==> src/rtl/kwan_pkg.sv <==
// Shared definitions for the RAM loader: FSM state encoding, word timing
// and the counter-stage sizing helper.
package kwan_pkg;

    typedef enum logic [2:0] {
        IDLE,
        ACCEPT,
        SETUP,
        STROBE,
        HOLD,
        CHECK
    } loader_state_t;

    // Cycles spent per word at peak rate: ACCEPT, SETUP, STROBE, HOLD, CHECK.
    localparam int LOADER_WORD_CYCLES = 5;

    // Number of 4-bit counter parts needed to cover an a-bit address.
    function automatic int ctr_stages(input int a);
        return (a + 3) / 4;
    endfunction

endpackage

==> src/rtl/ram_loader_if.sv <==
// Loader bus bundle: upstream word stream plus the SN74x189 bank pins.
// master = the loader, slave = the stream source / RAM bank side.
interface ram_loader_if #(
    parameter int N = 8,
    parameter int A = 4
);
    logic [N-1:0] in_data;
    logic         in_valid;
    logic         in_ready;
    logic [A-1:0] ram_a;
    logic [N-1:0] ram_d;
    logic         ram_cs_;
    logic         ram_we_;
    logic [N-1:0] ram_o_;

    modport master (
        input  in_data, in_valid, ram_o_,
        output in_ready, ram_a, ram_d, ram_cs_, ram_we_
    );

    modport slave (
        output in_data, in_valid, ram_o_,
        input  in_ready, ram_a, ram_d, ram_cs_, ram_we_
    );
endinterface

==> src/rtl/ram_loader_sn74x161.sv <==
// SN74x161 model: 4-bit synchronous binary counter with async clear,
// synchronous active-low load, ENP/ENT count enables and ripple carry out.
module sn74x161 (
    input  logic       clk,
    input  logic       clr_,
    input  logic       load_,
    input  logic       enp,
    input  logic       ent,
    input  logic [3:0] d,
    output logic [3:0] q,
    output logic       rco
);

    // Load has priority over counting; both enables must be high to count.
    always_ff @(posedge clk or negedge clr_) begin
        if (!clr_)
            q <= '0;
        else if (!load_)
            q <= d;
        else if (enp && ent)
            q <= q + 4'd1;
    end

    assign rco = ent && (q == 4'hF);

endmodule

==> src/rtl/ram_loader.sv <==
// Sequential writer for an SN74x189 RAM bank: takes words from a
// valid/ready stream, writes them to consecutive addresses with explicit
// setup / strobe / hold phases, and verifies each one via the inverted
// read port. A verify failure aborts the load and records the address.
module ram_loader
    import kwan_pkg::*;
#(
    parameter int N = 8,
    parameter int A = 4
) (
    input  logic         clk,
    input  logic         reset_,
    input  logic         start,
    input  logic [A-1:0] base,
    input  logic [A:0]   len,
    ram_loader_if.master bus,
    output logic         busy,
    output logic         done,
    output logic         err,
    output logic [A-1:0] err_addr
);

    localparam int NC = ctr_stages(A);
    localparam int AW = 4 * NC;

    loader_state_t state, state_nxt;
    logic [A:0]    remain;
    logic          ld, inc, mismatch, last;
    logic [AW-1:0] base_ext, a_q;
    logic [NC:0]   ent;
    logic          unused_bits;

    // The RAM drives inverted data; compare against what we wrote.
    assign mismatch = ((~bus.ram_o_) != bus.ram_d);
    assign last     = (remain == (A+1)'(1));

    // Zero-extend base to the full cascaded counter width.
    always_comb begin
        base_ext        = '0;
        base_ext[A-1:0] = base;
    end

    // Address counter: cascaded '161s, carry rippling through ENT.
    // Bits above A (if any) are ignored, so the address wraps mod DEPTH.
    assign ent[0] = inc;
    generate
        for (genvar i = 0; i < NC; i++) begin : g_ctr
            sn74x161 u_ctr (
                .clk   (clk),
                .clr_  (reset_),
                .load_ (~ld),
                .enp   (inc),
                .ent   (ent[i]),
                .d     (base_ext[4*i +: 4]),
                .q     (a_q[4*i +: 4]),
                .rco   (ent[i+1])
            );
        end
    endgenerate

    assign bus.ram_a   = a_q[A-1:0];
    assign unused_bits = ^{ent[NC], a_q};

    // State register; reset lands in IDLE so cs_/we_ deassert immediately.
    always_ff @(posedge clk or negedge reset_) begin
        if (!reset_)
            state <= IDLE;
        else
            state <= state_nxt;
    end

    // Next-state logic.
    always_comb begin
        state_nxt = state;
        case (state)
            IDLE:    if (start && len != '0) state_nxt = ACCEPT;
            ACCEPT:  if (bus.in_valid) state_nxt = SETUP;
            SETUP:   state_nxt = STROBE;
            STROBE:  state_nxt = HOLD;
            HOLD:    state_nxt = CHECK;
            CHECK:   state_nxt = (mismatch || last) ? IDLE : ACCEPT;
            default: state_nxt = IDLE;
        endcase
    end

    // Outputs decoded from state; cs_/we_ are fully determined by state
    // so an async reset drops them without waiting for a clock.
    always_comb begin
        bus.in_ready = (state == ACCEPT);
        bus.ram_cs_  = !(state == SETUP || state == STROBE ||
                         state == HOLD  || state == CHECK);
        bus.ram_we_  = (state != STROBE);
        busy         = (state != IDLE);
        ld           = (state == IDLE) && start;
        inc          = (state == CHECK) && !mismatch;
    end

    // Datapath: word count, write data, error capture and done pulse.
    always_ff @(posedge clk or negedge reset_) begin
        if (!reset_) begin
            remain    <= '0;
            bus.ram_d <= '0;
            err       <= 1'b0;
            err_addr  <= '0;
            done      <= 1'b0;
        end else begin
            done <= (state == IDLE && start && len == '0) ||
                    (state == CHECK && (mismatch || last));
            if (state == IDLE && start) begin
                remain <= len;
                err    <= 1'b0;
            end
            if (state == ACCEPT && bus.in_valid)
                bus.ram_d <= bus.in_data;
            if (state == CHECK) begin
                if (mismatch) begin
                    err      <= 1'b1;
                    err_addr <= bus.ram_a;
                end else begin
                    remain <= remain - (A+1)'(1);
                end
            end
        end
    end

endmodule

==> src/flat_wrapper.sv <==
// flat-port wrapper written by rule: the top's interface ports become plain ports
module ram_loader_flat import kwan_pkg::*;
#(
    parameter int N = 8,
    parameter int A = 4
)
  (clk, reset_, start, base, len, busy, done, err, err_addr, bus_in_data, bus_in_valid, bus_ram_o_, bus_in_ready, bus_ram_a, bus_ram_d, bus_ram_cs_, bus_ram_we_);
  ram_loader_if #(.N(N), .A(A)) bus_i ();
  input  logic clk;
  input  logic reset_;
  input  logic start;
  input  logic [A-1:0] base;
  input  logic [A:0] len;
  output logic busy;
  output logic done;
  output logic err;
  output logic [A-1:0] err_addr;
  input wire logic [$bits(bus_i.in_data)-1:0] bus_in_data;
  input wire logic [$bits(bus_i.in_valid)-1:0] bus_in_valid;
  input wire logic [$bits(bus_i.ram_o_)-1:0] bus_ram_o_;
  output wire logic [$bits(bus_i.in_ready)-1:0] bus_in_ready;
  output wire logic [$bits(bus_i.ram_a)-1:0] bus_ram_a;
  output wire logic [$bits(bus_i.ram_d)-1:0] bus_ram_d;
  output wire logic [$bits(bus_i.ram_cs_)-1:0] bus_ram_cs_;
  output wire logic [$bits(bus_i.ram_we_)-1:0] bus_ram_we_;
  assign bus_i.in_data = bus_in_data;
  assign bus_i.in_valid = bus_in_valid;
  assign bus_i.ram_o_ = bus_ram_o_;
  assign bus_in_ready = bus_i.in_ready;
  assign bus_ram_a = bus_i.ram_a;
  assign bus_ram_d = bus_i.ram_d;
  assign bus_ram_cs_ = bus_i.ram_cs_;
  assign bus_ram_we_ = bus_i.ram_we_;
  ram_loader #(.N(N), .A(A)) u_core (.clk(clk), .reset_(reset_), .start(start), .base(base), .len(len), .bus(bus_i), .busy(busy), .done(done), .err(err), .err_addr(err_addr));
endmodule
==> config.mk <==
export PLATFORM = sky130hd
export DESIGN_NAME = ram_loader_flat
export DESIGN_NICKNAME = d
export VERILOG_FILES = /design/src/rtl/kwan_pkg.sv /design/src/rtl/ram_loader_if.sv /design/src/rtl/ram_loader_sn74x161.sv /design/src/rtl/ram_loader.sv /design/src/flat_wrapper.sv
export SDC_FILE = /design/constraint.sdc
export NUM_CORES = 1
export LEC_CHECK = 0
export ABC_AREA = 1
export BUFFER_PORTS_ARGS = -buffer_cell sky130_fd_sc_hd__clkbuf_2
export CAP_MARGIN = 20
export CORE_MARGIN = 2
export CORE_UTILIZATION = 49
export CTS_BUF_LIST = sky130_fd_sc_hd__clkbuf_2
export DETAILED_ROUTE_END_ITERATION = 10
export PLACE_DENSITY = 0.78
export SLEW_MARGIN = 20
export SYNTH_ARGS = -nofsm -noshare
export SYNTH_HDL_FRONTEND = slang
export SYNTH_SLANG_ARGS = --single-unit
==> constraint.sdc <==
create_clock -name clk -period 2.1 [get_ports clk]
set_clock_uncertainty 0.1 [all_clocks]
set_input_delay 0.525 -clock clk [delete_from_list [all_inputs] [get_ports clk]]
set_output_delay 0.525 -clock clk [all_outputs]
set_load 0.01 [all_outputs]
-- Word level (Yosys, flattened, before mapping)
Cells that the tools add are included.
- bits in registers: 26
- $add $sub $neg: 2
- equality and inequality tests: 10
- muxes and demuxes: 12
- bitwise gates (word level): 1
- reduce and logical (&&, ||, !) cells: 20
- operators with widths (cell ; count):
    $pmux W3 S6 ; 1
    $mux W5 ; 3
    $mux W4 ; 2
    $ne A8 B8 Y1 ; 1
    $not A8 Y8 ; 1
    $eq A3 B2 Y1 const B ; 2
    $eq A3 B3 Y1 const B ; 2
    $logic_and A1 B1 Y1 ; 6
    $mux W3 ; 2
    $eq A5 B1 Y1 const B ; 1
    $logic_not A5 Y1 ; 1
    $logic_or A1 B1 Y1 ; 5
    $reduce_bool A5 Y1 ; 1
    $sub A5 B1 Y5 const B ; 1
    $add A4 B1 Y4 const B ; 1
    $mux W1 ; 4
    $reduce_and A2 Y1 ; 2
    $eq A3 B1 Y1 const B ; 1
    $logic_not A3 Y1 ; 1
    $ne A3 B2 Y1 const B ; 1
    $reduce_bool A3 Y1 ; 1
    $logic_not A1 Y1 ; 2
    $ne A2 B1 Y1 const B ; 1
    $ne A2 B2 Y1 const B ; 1
    $reduce_bool A2 Y1 ; 1

-- Logic depth before layout (Yosys ltp)
- depth in word-level cells: 6
- depth in mapped cells: 10
- mapped depth without buffers: 9

-- Modules after synthesis
Synthesis repeated with hierarchy kept, for this count alone.
- cells, all modules: 208
- area, all modules: 1581.5 µm²
- by module, submodules not included (module ; instances ; cells an instance ; area each (µm²) ; sequential area each (µm²)):
    ram_loader ; 1 ; 169 ; 1316.3 ; 550.5
    sn74x161 ; 1 ; 39 ; 265.3 ; 100.1

-- Least setup slack after synthesis
No wires, ideal clock.
- path kind: register to output
- start point: register u_core.state[1]
- end point: output port bus_ram_cs_
- arrival time: 0.936 ns
- data required time: 1.475 ns
- path slack: 0.539 ns
- stages on the path, launching flop included: 4
- path buffers: 0
- cell sequence: dfrtp_1 > inv_1 > nor2_1 > a211oi_1
- cells in the longest elaborated chain, start to end: 5
- ends and longest elaborated chain (item ; line ; text):
    from (decl) ; ram_loader.sv:26 ; loader_state_t state, state_nxt;
    from (signal assigned) ; ram_loader.sv:69 ; state <= state_nxt;
    $eq A3 B2 Y1 ; ram_loader.sv:90 ; bus.ram_cs_ = !(state == SETUP || state == STROBE ||
    $logic_or A1 B1 Y1 (2 in series) ; ram_loader.sv:90 ;
    $logic_or A1 B1 Y1 (*) ; ram_loader.sv:91 ; state == HOLD || state == CHECK);
    $logic_not A1 Y1 (*) ; ram_loader.sv:90 ;
    to (decl) ; flat_wrapper.sv:24 ; output wire logic [$bits(bus_i.ram_cs_)-1:0] bus_ram_cs_;
Every way passes the cells marked *; elsewhere a longest branch is shown, timed or not.

-- Final worst setup path
Same ends and word-level chain as after synthesis.

==> impl_metrics.ini <==
[sta]
finalCriticalPeriod_ns = 2.006
fmax_ghz = 0.4984
setup_violations = 0
holdWs_ns = 0.04156
min_period_over_period = 0.9554
hold_viol = 0
slew_headroom = 0.5614
maxSlewViolCount = 0
worst_slew_pin_slew_ns = 0.6580
fin_tns_setup_ns = 0

[power]
power.density_nw_per_um2 = 1440
total_power_uw = 2696
p_comb_frac = 0.531
p_seq_frac = 0.352
p_leak_uw = 0.001051
clockPowerShare = 0.118
swShare = 0.4322
power.internal_uw = 1531
switchingPower_uw = 1165
peakVddDrop_v = 0.0007803

[clock_network]
clockRootBuffer = clkbuf_2
numCtsBuffers = 3
clock-sinks = 26
cts_hold_buf = 0
clockBufferDepth = 2
clock_latency_ns = 0.35
clk_pin_slew_ns = 0.25
htree_levels = 1
tritoncts = built

[global_routing]
grt_use_total = 0.1741
grt_max_degree = 27
antenna_found_initial = 0
grt_pass1_wl_mm = 4.747
overflow = 0
grt_pass1_vias = 1139

[drt]
drt-pass1-iter-count = 4
wl_mm = 3.062
initialDrtViolationCount = 47
dr_total_vias = 1339
routedWlPerCell_um = 11.05
drc = 0
ant_nets = 0
routed_via_density = 4.834

[floorplan]
core_um2 = 3003
std_cell_rows = 20
die_w_um = 59.95
die_h_um = 59.95
dieArea_um2 = 3594
start_util = 0.5108
boundaryPins = 51

[yosys]
syn_nets = 221
synth_seq_cells = 26
synth_xor_area_frac = 0.03426
synthMuxAreaShare = 0.04649
avgSynthCellArea_um2 = 8.116
seq_area_frac_synth = 0.4241
synthAdderAreaFrac = 0.02447
ys_types = 24
synth_area_leaders = dfrtp_1 42%, nand2_1 13%, inv_1 5.9%, o21ai_2 4.6%, nor2_1 4.4%
synth_top_area_frac = 0.4241
synth_compound_area_frac = 0.1158
synth_cells = 189
synthesis.area_um2 = 1534
synth_top_family_by_area = simple AND/OR/NAND/NOR gates
synth_warnings = 0
synth_area_leader_cell = dfrtp_1
yosys.area_share.simple = 0.2520

[status]
status = finished, final reports clean

[layout]
final_cell_area_um2 = 1873
antenna_cells = 0
nets = 277
post-route-util = 0.6238
mostFrequentLayoutCells = 53 x nand2_1, 53 x clkbuf_2, 24 x inv_1, 23 x dfrtp_1, 18 x nor2_1
drive_above_1_share = 0.3730
syn2layout_area_growth_pct = 22.10

[critical_path]
crit_fanout = 5
reg2regPathDepth = 9
timing.rr.start = u_core.bus.ram_d[6]
end_kind = primary output
r2r_end = u_core.g_ctr[0].u_ctr.q[0]
crit_required_ns = 1.47
regToRegSetupSlack_ns = 0.28
criticalPathCategory = reg -> out
critPathArrivalTime_ns = 1.38
start_kind = flop

[min_path]
hp-class = in -> async

[placed_design]
port_buffers = 50
placed_cell_area_um2 = 1777
hpwl_mm = 2.275
gp_congestion = 0.8297

[flow_run]
maxCapViolCount = 0
-- registers in the layout, summed over array words and instances, names as in the netlist --
signal                count
u_core.err                1
u_core.err_addr           4
u_core.g_ctr.u_ctr.q      4
u_core.done               1
u_core.bus.ram_d          8
u_core.state              3
u_core.remain             5
-- worst max-delay path, stage by stage, from the launching register on --
cell	delay, ns
dfrtp_2	0.52
inv_1	0.07
nor2_1	0.07
a211oi_2	0.21
clkbuf_2	0.16
-- routing by layer --
layer,part of all wire,global-route usage,vias up
li1,-,-,702
met1,0.46,0.2266,597
met2,0.50,0.2935,34
met3,0.032,0.03030,6
met4,0.017,0.05397,0
met5,0,0,-
-- through the flow --
stage,setup WS [ns],instances
3_3_place_gp,0.1895,268
6_report,0.09370,277
4_1_cts,0.002106,272
3_5_place_dp,0.1430,268
2_1_floorplan,0.5388,189
5_1_grt,-0.03130,277
-- power by group through the flow --
stage / clock [µW] / sequential (µW) / combinational, µW
3_3_place_gp: 0 / 949 / 1320
6_report: 318 / 948 / 1430
4_1_cts: 323 / 946 / 1350
2_1_floorplan: 0 / 1000 / 942
3_5_place_dp: 0 / 957 / 1340
5_1_grt: 341 / 984 / 1630
-- how the worst max path moves through the flow --
stage / depth (start not counted) / startpoint / slack, ns / end
after detailed placement: 10 / bus_ram_o_[6] / 0.14 / u_core.g_ctr[0].u_ctr.q[0]
final: 4 / u_core.state[1] / 0.09 / bus_ram_cs_
after floorplan: 3 / u_core.state[1] / 0.54 / bus_ram_cs_
after CTS: 4 / u_core.state[1] / 0.002 / bus_ram_cs_
after global routing: 4 / u_core.state[1] / -0.03 / bus_ram_we_
after global placement: 10 / bus_ram_o_[6] / 0.19 / u_core.g_ctr[0].u_ctr.q[2]
-- cell families (layout without fill, tap and decap cells) --
kind of cell	Yosys count	in the layout
AND/OR/NAND/NOR	87	87
buffers and inverters	33	88
AO/OA/AOI/OAI	29	29
flip-flops	26	26
XOR/XNOR	6	6
multiplexers	5	5
adder cells (fa/ha/maj)	3	3
-- area by class of cell --
| class | instances | area, µm² |
|---|---|---|
| Fill cell | 262 | 1130 |
| Multi-Input combinational cell | 130 | 735.7 |
| Sequential cell | 26 | 654.4 |
| Timing Repair Buffer | 55 | 287.8 |
| Inverter | 29 | 108.9 |
| Tap cell | 33 | 41.29 |
| Clock inverter | 1 | 30.03 |
| Clock buffer | 3 | 15.01 |
-- cell usage after synthesis --
cell       n
a211oi_1   1
a21oi_1    6
buf_6      3
buf_8      1
dfrtp_1   26
ha_1       3
inv_1     24
inv_2      5
mux2_2     1
mux2_4     4
nand2_1   53
nand2_2    5
nand3_1    4
nand3_2    1
nand3b_1   1
nand4_1    1
nor2_1    18
nor2_2     2
nor3_4     2
o21ai_0    6
o21ai_1    8
o21ai_2    8
xnor2_1    1
xor2_1     5
-- what timing repair did --
action,4_1_cts,5_1_grt
pin swaps,0,2
resized for setup,1,4
setup buffers,0,5
endpoints found under the setup margin,1,3
Note: power is estimated with default switching activity, not from simulation.
